[src/rtl/miner_work_sequencer.sv]
// miner_work_sequencer
//   Feeds work to a double-SHA pipeline one nonce per cycle and collects the
//   nonces whose returned hash word marks them as golden.
//
//   Parameters
//     PIPE_LATENCY  cycles from a nonce leaving on hasher_data to its hash_word (>= 2)
//     FIFO_DEPTH    golden-nonce FIFO entries, power of two (>= 2)
//
//   Ports
//     hash_clk                  the only clock (rising edge)
//     reset                     asynchronous, active-high reset
//     work_valid/work_ready     work offer handshake (ready = pending slot empty)
//     work_midstate, work_data  offered work
//     hasher_state/hasher_data  registered midstate and {nonce, data} to the pipeline
//     hash_word                 second-hash word [159:128] returned by the pipeline
//     golden_valid/golden_ready golden output handshake
//     golden_nonce/golden_epoch head entry: issued nonce and its work epoch bit
//     exhausted                 active work has issued all 2^32 nonces
//
//   Configuration
//     GOLDEN_FIFO_EN defined   : goldens queue in a FIFO_DEPTH-entry FIFO, drops when full
//     GOLDEN_FIFO_EN undefined : single golden register, newest entry overwrites
module miner_work_sequencer #(
    parameter int unsigned PIPE_LATENCY = 130,
    parameter int unsigned FIFO_DEPTH   = 4
) (
    input  logic         hash_clk,
    input  logic         reset,
    input  logic         work_valid,
    output logic         work_ready,
    input  logic [255:0] work_midstate,
    input  logic [95:0]  work_data,
    output logic [255:0] hasher_state,
    output logic [127:0] hasher_data,
    input  logic [31:0]  hash_word,
    output logic         golden_valid,
    input  logic         golden_ready,
    output logic [31:0]  golden_nonce,
    output logic         golden_epoch,
    output logic         exhausted
);

    typedef enum logic [1:0] {StIdle, StRun, StExh} state_t;

    state_t              state_q, state_d;
    logic [31:0]         nonce_cnt_q;
    logic [32:0]         issue_cnt_q;
    logic [255:0]        act_mid_q, pend_mid_q;
    logic [95:0]         act_data_q, pend_data_q;
    logic                epoch_q, pend_full_q;
    logic [255:0]        hasher_state_q;
    logic [127:0]        hasher_data_q;
    logic [PIPE_LATENCY-1:0] tag_valid_q, tag_epoch_q;
    logic                golden_q, golden_tag_epoch_q;
    logic [31:0]         hash_sum;
    logic [31:0]         push_nonce;
    logic                promote, accept, issue;

    // Ready is low whenever pending is full, and pending full forces a
    // promotion, so an accept can never coincide with a promotion.
    assign promote    = pend_full_q;
    assign accept     = work_valid & ~pend_full_q;
    assign issue      = (state_q == StRun);
    assign work_ready = ~pend_full_q;
    assign exhausted  = (state_q == StExh);

    assign hasher_state = hasher_state_q;
    assign hasher_data  = hasher_data_q;

    assign hash_sum = hash_word + 32'h5be0cd19;
    // golden_q is one cycle behind the tag output and the push one more,
    // hence the extra cycle on top of the pipeline latency.
    assign push_nonce = nonce_cnt_q - 32'(PIPE_LATENCY) - 32'd1;

    always_comb begin
        state_d = state_q;
        if (promote) begin
            state_d = StRun;
        end else if (issue && issue_cnt_q == 33'h0_FFFF_FFFF) begin
            state_d = StExh;
        end
    end

    always_ff @(posedge hash_clk or posedge reset) begin
        if (reset) begin
            state_q        <= StIdle;
            nonce_cnt_q    <= '0;
            issue_cnt_q    <= '0;
            act_mid_q      <= '0;
            act_data_q     <= '0;
            pend_mid_q     <= '0;
            pend_data_q    <= '0;
            epoch_q        <= 1'b0;
            pend_full_q    <= 1'b0;
            hasher_state_q <= '0;
            hasher_data_q  <= '0;
            tag_valid_q    <= '0;
            tag_epoch_q    <= '0;
            golden_q       <= 1'b0;
            golden_tag_epoch_q <= 1'b0;
        end else begin
            state_q     <= state_d;
            nonce_cnt_q <= nonce_cnt_q + 32'd1;

            if (issue) begin
                hasher_state_q <= act_mid_q;
                hasher_data_q  <= {nonce_cnt_q, act_data_q};
            end
            tag_valid_q <= {tag_valid_q[PIPE_LATENCY-2:0], issue};
            tag_epoch_q <= {tag_epoch_q[PIPE_LATENCY-2:0], epoch_q};

            if (promote) begin
                act_mid_q   <= pend_mid_q;
                act_data_q  <= pend_data_q;
                epoch_q     <= ~epoch_q;
                issue_cnt_q <= '0;
                pend_full_q <= 1'b0;
            end else begin
                if (issue) begin
                    issue_cnt_q <= issue_cnt_q + 33'd1;
                end
                if (accept) begin
                    pend_mid_q  <= work_midstate;
                    pend_data_q <= work_data;
                    pend_full_q <= 1'b1;
                end
            end

            golden_q           <= (hash_sum == 32'h0) & tag_valid_q[PIPE_LATENCY-1];
            golden_tag_epoch_q <= tag_epoch_q[PIPE_LATENCY-1];
        end
    end

`ifdef GOLDEN_FIFO_EN
    localparam int unsigned PtrW = (FIFO_DEPTH > 1) ? $clog2(FIFO_DEPTH) : 1;

    logic [31:0]   fifo_nonce_q [FIFO_DEPTH];
    logic          fifo_epoch_q [FIFO_DEPTH];
    logic [PtrW:0] wr_ptr_q, rd_ptr_q, fill;
    logic          fifo_full, fifo_pop, fifo_push, overflow_q;

    // Pointers carry one extra wrap bit so full and empty are distinct.
    assign fill         = wr_ptr_q - rd_ptr_q;
    assign fifo_full    = (fill == (PtrW + 1)'(FIFO_DEPTH));
    assign golden_valid = (wr_ptr_q != rd_ptr_q);
    assign fifo_pop     = golden_valid & golden_ready;
    assign fifo_push    = golden_q & (~fifo_full | fifo_pop);
    assign golden_nonce = fifo_nonce_q[rd_ptr_q[PtrW-1:0]];
    assign golden_epoch = fifo_epoch_q[rd_ptr_q[PtrW-1:0]];

    always_ff @(posedge hash_clk or posedge reset) begin
        if (reset) begin
            wr_ptr_q   <= '0;
            rd_ptr_q   <= '0;
            overflow_q <= 1'b0;
            for (int unsigned i = 0; i < FIFO_DEPTH; i++) begin
                fifo_nonce_q[i] <= '0;
                fifo_epoch_q[i] <= 1'b0;
            end
        end else begin
            if (fifo_push) begin
                fifo_nonce_q[wr_ptr_q[PtrW-1:0]] <= push_nonce;
                fifo_epoch_q[wr_ptr_q[PtrW-1:0]] <= golden_tag_epoch_q;
                wr_ptr_q <= wr_ptr_q + 1'b1;
            end
            if (fifo_pop) begin
                rd_ptr_q <= rd_ptr_q + 1'b1;
            end
            // Sticky until reset: a golden was lost.
            if (golden_q && fifo_full && !fifo_pop) begin
                overflow_q <= 1'b1;
            end
        end
    end
`else
    logic        gold_valid_q;
    logic [31:0] gold_nonce_q;
    logic        gold_epoch_q;

    assign golden_valid = gold_valid_q;
    assign golden_nonce = gold_nonce_q;
    assign golden_epoch = gold_epoch_q;

    always_ff @(posedge hash_clk or posedge reset) begin
        if (reset) begin
            gold_valid_q <= 1'b0;
            gold_nonce_q <= '0;
            gold_epoch_q <= 1'b0;
        end else if (golden_q) begin
            // A fresh golden wins over a same-cycle pop.
            gold_valid_q <= 1'b1;
            gold_nonce_q <= push_nonce;
            gold_epoch_q <= golden_tag_epoch_q;
        end else if (golden_ready) begin
            gold_valid_q <= 1'b0;
        end
    end
`endif

endmodule

[config.mk]
export PLATFORM = sky130hd
export DESIGN_NAME = miner_work_sequencer
export DESIGN_NICKNAME = d
export VERILOG_FILES = /design/src/rtl/miner_work_sequencer.sv
export SDC_FILE = /design/constraint.sdc
export NUM_CORES = 2
export LEC_CHECK = 0
export CAP_MARGIN = 10
export CORE_ASPECT_RATIO = 0.75
export CORE_UTILIZATION = 54
export CTS_CLUSTER_SIZE = 24
export DETAILED_ROUTE_END_ITERATION = 8
export PLACE_DENSITY = 0.8
export SLEW_MARGIN = 10
export SYNTH_ARGS = -nofsm -noshare
export SYNTH_HDL_FRONTEND = slang
export SYNTH_SLANG_ARGS = --single-unit
[constraint.sdc]
create_clock -name hash_clk -period 68.8 [get_ports hash_clk]
set_input_delay 17.2 -clock hash_clk [delete_from_list [all_inputs] [get_ports hash_clk]]
set_output_delay 17.2 -clock hash_clk [all_outputs]
set_load 0.01 [all_outputs]
Word level (Yosys, flattened, before mapping):

Index checks and enable logic that the tools add are counted.

* register bits: 1453
* bits of input ports: 388
* output and inout bits: 420

* add/subtract/negate cells: 5
* equality and inequality tests: 3
* muxes and demuxes: 8
* bitwise operators: 4
* reductions and logical operators: 6

Operators by type and width (count)
* 33-bit two-way mux: 2
* 33-bit by 1-bit adder with 33-bit output, second input constant: 1
* 33-bit by 32-bit == test with 1-bit output, second input constant: 1
* 32-bit by 1-bit adder with 32-bit output, second input constant: 1
* 32-bit by 31-bit adder with 32-bit output, second input constant: 1
* 32-bit logical NOT: 1
* 32-bit by 1-bit subtractor with 32-bit output, second input constant: 1
* 32-bit by 8-bit subtractor with 32-bit output, second input constant: 1
* 2-bit nonzero test: 3
* 1-bit two-way mux: 4
* 2-bit two-way mux: 2
* 1-bit bitwise AND: 2
* 2-bit by 1-bit == test with 1-bit output, second input constant: 1
* 2-bit == test, second input constant: 1
* 1-bit NOT: 2
* 2-bit AND reduction: 1
* 1-bit logical AND: 1

Longest topological paths before layout:

* word-level depth: 4
* depth in mapped cells: 8

Worst setup path after synthesis:

No wires, ideal clock.

* kind: input -> register
* start: input port hash_word[15]
* end: register golden_q
* arrival: 18.693 ns
* data required time: 68.699 ns
* slack: 50.006 ns
* stages: 5
* cells stage by stage: or4b_1 -> nor3_1 -> nand4_1 -> or4_1 -> nor4_1

* longest elaborated chain between the ends: 3

Ends and longest elaborated chain
* start: declaration: RTL line 35 `input logic [31:0] hash_word,`
* 32-bit by 31-bit adder with 32-bit output: RTL line 70 `assign hash_sum = hash_word + 32'h5be0cd19;`
* 32-bit logical NOT: RTL line 129 `golden_q <= (hash_sum == 32'h0) & tag_valid_q[PIPE_LATENCY-1];`
* 1-bit bitwise AND: RTL line 129
* end signal: assignment: RTL line 129
* end: declaration: RTL line 54 `logic golden_q, golden_tag_epoch_q;`

No other way between the ends.
A chain may end at the register's enable or synchronous reset.

==> metrics <==
outcome=finished, final reports clean; post-route DRC violation count=0; first-pass GRT wire length=190 mm; syn_area_per_cell=13.2 sq um; Clock transition at path regs=approximately 0.06 ns; worst skew pair latency=approximately 0.75 ns; Max Cap Violations=0; crit-path max FO=between 150 and 200; period utilisation layout=30.7%; Top delay family on crit path=buffers and inverters; largest net degree at the start of global routing=~180; syn nets=~4300; Syn Inst Count=3940; Port Buffer Count=approximately 800; Hold Path Class=flop to flop; global-route usage over all layers=about a quarter; initial antenna violation count=between 40 and 50; DPL Wire Length=approximately 76 mm; chip height=between 200 and 300 um; width of the die=~360 um; Power, Total=~2.1 mW; Avg WL per Cell=between 15 and 20 um; post-CTS setup buffers=0; row count=98; CP max stage cell=buf_4; clock buffer depth=3; ANT nets after route=0; WL final=121 mm; Hold Path Stages=0; type of origin of the critical path=primary input; worst path required time=slightly below 70 ns; Final setup viols=0; drt via density=between 5 and 6; drt pass-1 iters=5; Finished Layout Cells=between 6000 and 7000; Pwr Density=about 33 mW/mm^2; worst path cell trace=clkdlybuf4s50_1 > inv_8 > buf_4 > buf_12 > buf_12 > buf_4; Peak VDD IR=~0.000027 V; data arrival time of the worst path=21.79 ns; Min-Delay Startpoint=tag_valid_q[121]; vias in the first global route=33300; Yosys warning total=0; Root Buffer=clkbuf_16; top-count cell post-synth=dfrtp_1; Worst Skew=0.0212 ns; post_cts resized=0; R2R Setup Slk=between 60 and 70 ns; CTS Sinks=approximately 1500; Die Area=around 0.098 sq mm; Worst Hold Endpoint=tag_valid_q[122]; placed insts=between 5000 and 6000; Syn Std Cell Area=approximately 0.052 sq mm; static leakage=approximately 30 nW; synth cell count leaders=dfrtp_1, nand2_1, mux2_2, clkbuf_1, nor2_1; synth unique cells=between 50 and 60; beginning of the critical path=reset; Critical R2R Launch=pend_full_q; CTS tree=done; Worst-Margin Slew=about 1.3 ns; io pins=about 810; global route overflow=0; post-synth top area share=69.8%; initial drt markers=between 2000 and 2500; Critical Path End Type=asynchronous set/reset pin; final worst path period need=~21 ns; Crit Reg-Reg Endpoint=pend_data_q[22]; layout net count=5103; cell taking the most area after synthesis=dfrtp_1; final hold viol count=0; Peak Freq=47.4 MHz; FFs w/ async S/R, synth=100%; number of synthesized flops with an enable pin=0; largest cells by area after synthesis=dfrtp_1, mux2_2, nand2_1, clkbuf_1, xnor2_1; Core ar.=0.0954 sq mm; CTS buffer count=about 140; Buf+Inv Stages, Crit Path=6; WS Path Type=primary input to asynchronous set/reset pin; Starting Density=between 50% and 60%; sequential area share after synthesis=69.8%; Layout Area Growth over Synthesis=26.2%; max incr delay on CP=approximately 0.96 ns; RSZ-0062 raised after global routing=no; top_reg_cell synth=dfrtp_1; ratio of cells with drive above 1 in the final layout=20.0%; Slew Limit Headroom=10.3%; final slew viol count=0; post-route setup TNS=0 ns; Seq cells post-synth=1453; hold-fix buffers at CTS=0; reg2reg path depth=5; RePlAce Congestion=0.872; H-Tree Depth=4; via count=roughly 32000
[layer usage]
| metal | part of all wire (%) | GRT usage [%] | routed length [um] |
|---|---|---|---|
| met2 | 48 | 39.2 | 58400 |
| met3 | 6.9 | 7.12 | 8310 |
| met5 | 0.14 | 0 | 167 |
| met4 | 4.1 | 12.3 | 4960 |
| met1 | 41 | 32.2 | 48900 |
[flip-flops by register name, summed over array words and instances, names as in the netlist, 2 cells and up]
name	cells
issue_cnt_q	33
golden_nonce	32
act_data_q	96
hasher_data	128
tag_valid_q	130
tag_epoch_q	130
pend_mid_q	256
hasher_state	256
act_mid_q	256
nonce_cnt_q	32
pend_data_q	96
state_q	2
[final cells by class]
type,count,area (sq um)
Inverter,19,86.3
Sequential cell,1453,36400
Multi-Input combinational cell,2265,14800
Tap cell,1250,1560
Timing Repair Buffer,838,8400
Clock buffer,195,3900
Antenna cell,28,70.1
Fill cell,6579,29700
Clock inverter,43,470
[worst max path at each step]
| stage | endpoint | slack [ns] | cells past startpoint |
|---|---|---|---|
| global placement | hasher_state[133] | 46.84 | 6 |
| CTS | hasher_state[170] | 47.61 | 6 |
| detailed placement | hasher_state[133] | 46.77 | 6 |
| finish | pend_mid_q[132] | 47.71 | 6 |
| global route | pend_mid_q[132] | 47.01 | 6 |
| floorplan | act_data_q[0] | 10.62 | 1 |
[metrics by stage]
step / hold WS, ns / util [%] / cell area (sq um) / setup slack, ns
after CTS: 0.339 / 68.8 / 65600 / 47.61
after global placement: 0.331 / 64.2 / 61300 / 46.84
final: 0.335 / 68.9 / 65700 / 47.71
after floorplan: 0.331 / - / 52100 / 10.62
after global routing: 0.350 / 68.9 / 65700 / 47.01
after detailed placement: 0.335 / 64.2 / 61300 / 46.77
[cells in the final DEF (no fill, tap or decap), types with 27 or more instances in the layout]
master,n
a21oi_1,33
clkbuf_1,33
clkbuf_16,137
clkdlybuf4s50_1,807
dfrtp_1,1451
diode_2,28
mux2_2,708
nand2_1,1184
nand3_1,27
nor2_1,75
xnor2_1,46
xor2_1,39
[kinds of logic (layout without fill, tap and decap cells)]
kind of cell,Yosys count,in the layout,synth area share [%]
xor+xnor,85,85,1.43
compound gates,71,71,0.882
other cells,0,28,0
buf+inv,222,1095,1.68
fa+ha+maj,3,3,0.0721
flops,1453,1453,69.8
mux,709,709,15.3
simple gates,1397,1397,10.8
[worst reg2reg max path: stages (launching register included)]
cell and delay [ns]:
dfrtp_4 0.78, nor2b_4 0.32, buf_12 0.50, buf_12 0.71
buf_4 0.95, mux2_2 0.48
[where the power goes]
part	internal (mW)	switching [mW]	leakage, nW	total (mW)
registers	1.00	0.0797	17.5	1.08
logic	0.191	0.143	10.3	0.334
clock network	0.413	0.321	2.14	0.733
No activity file was read; power rests on OpenSTA's default activity.
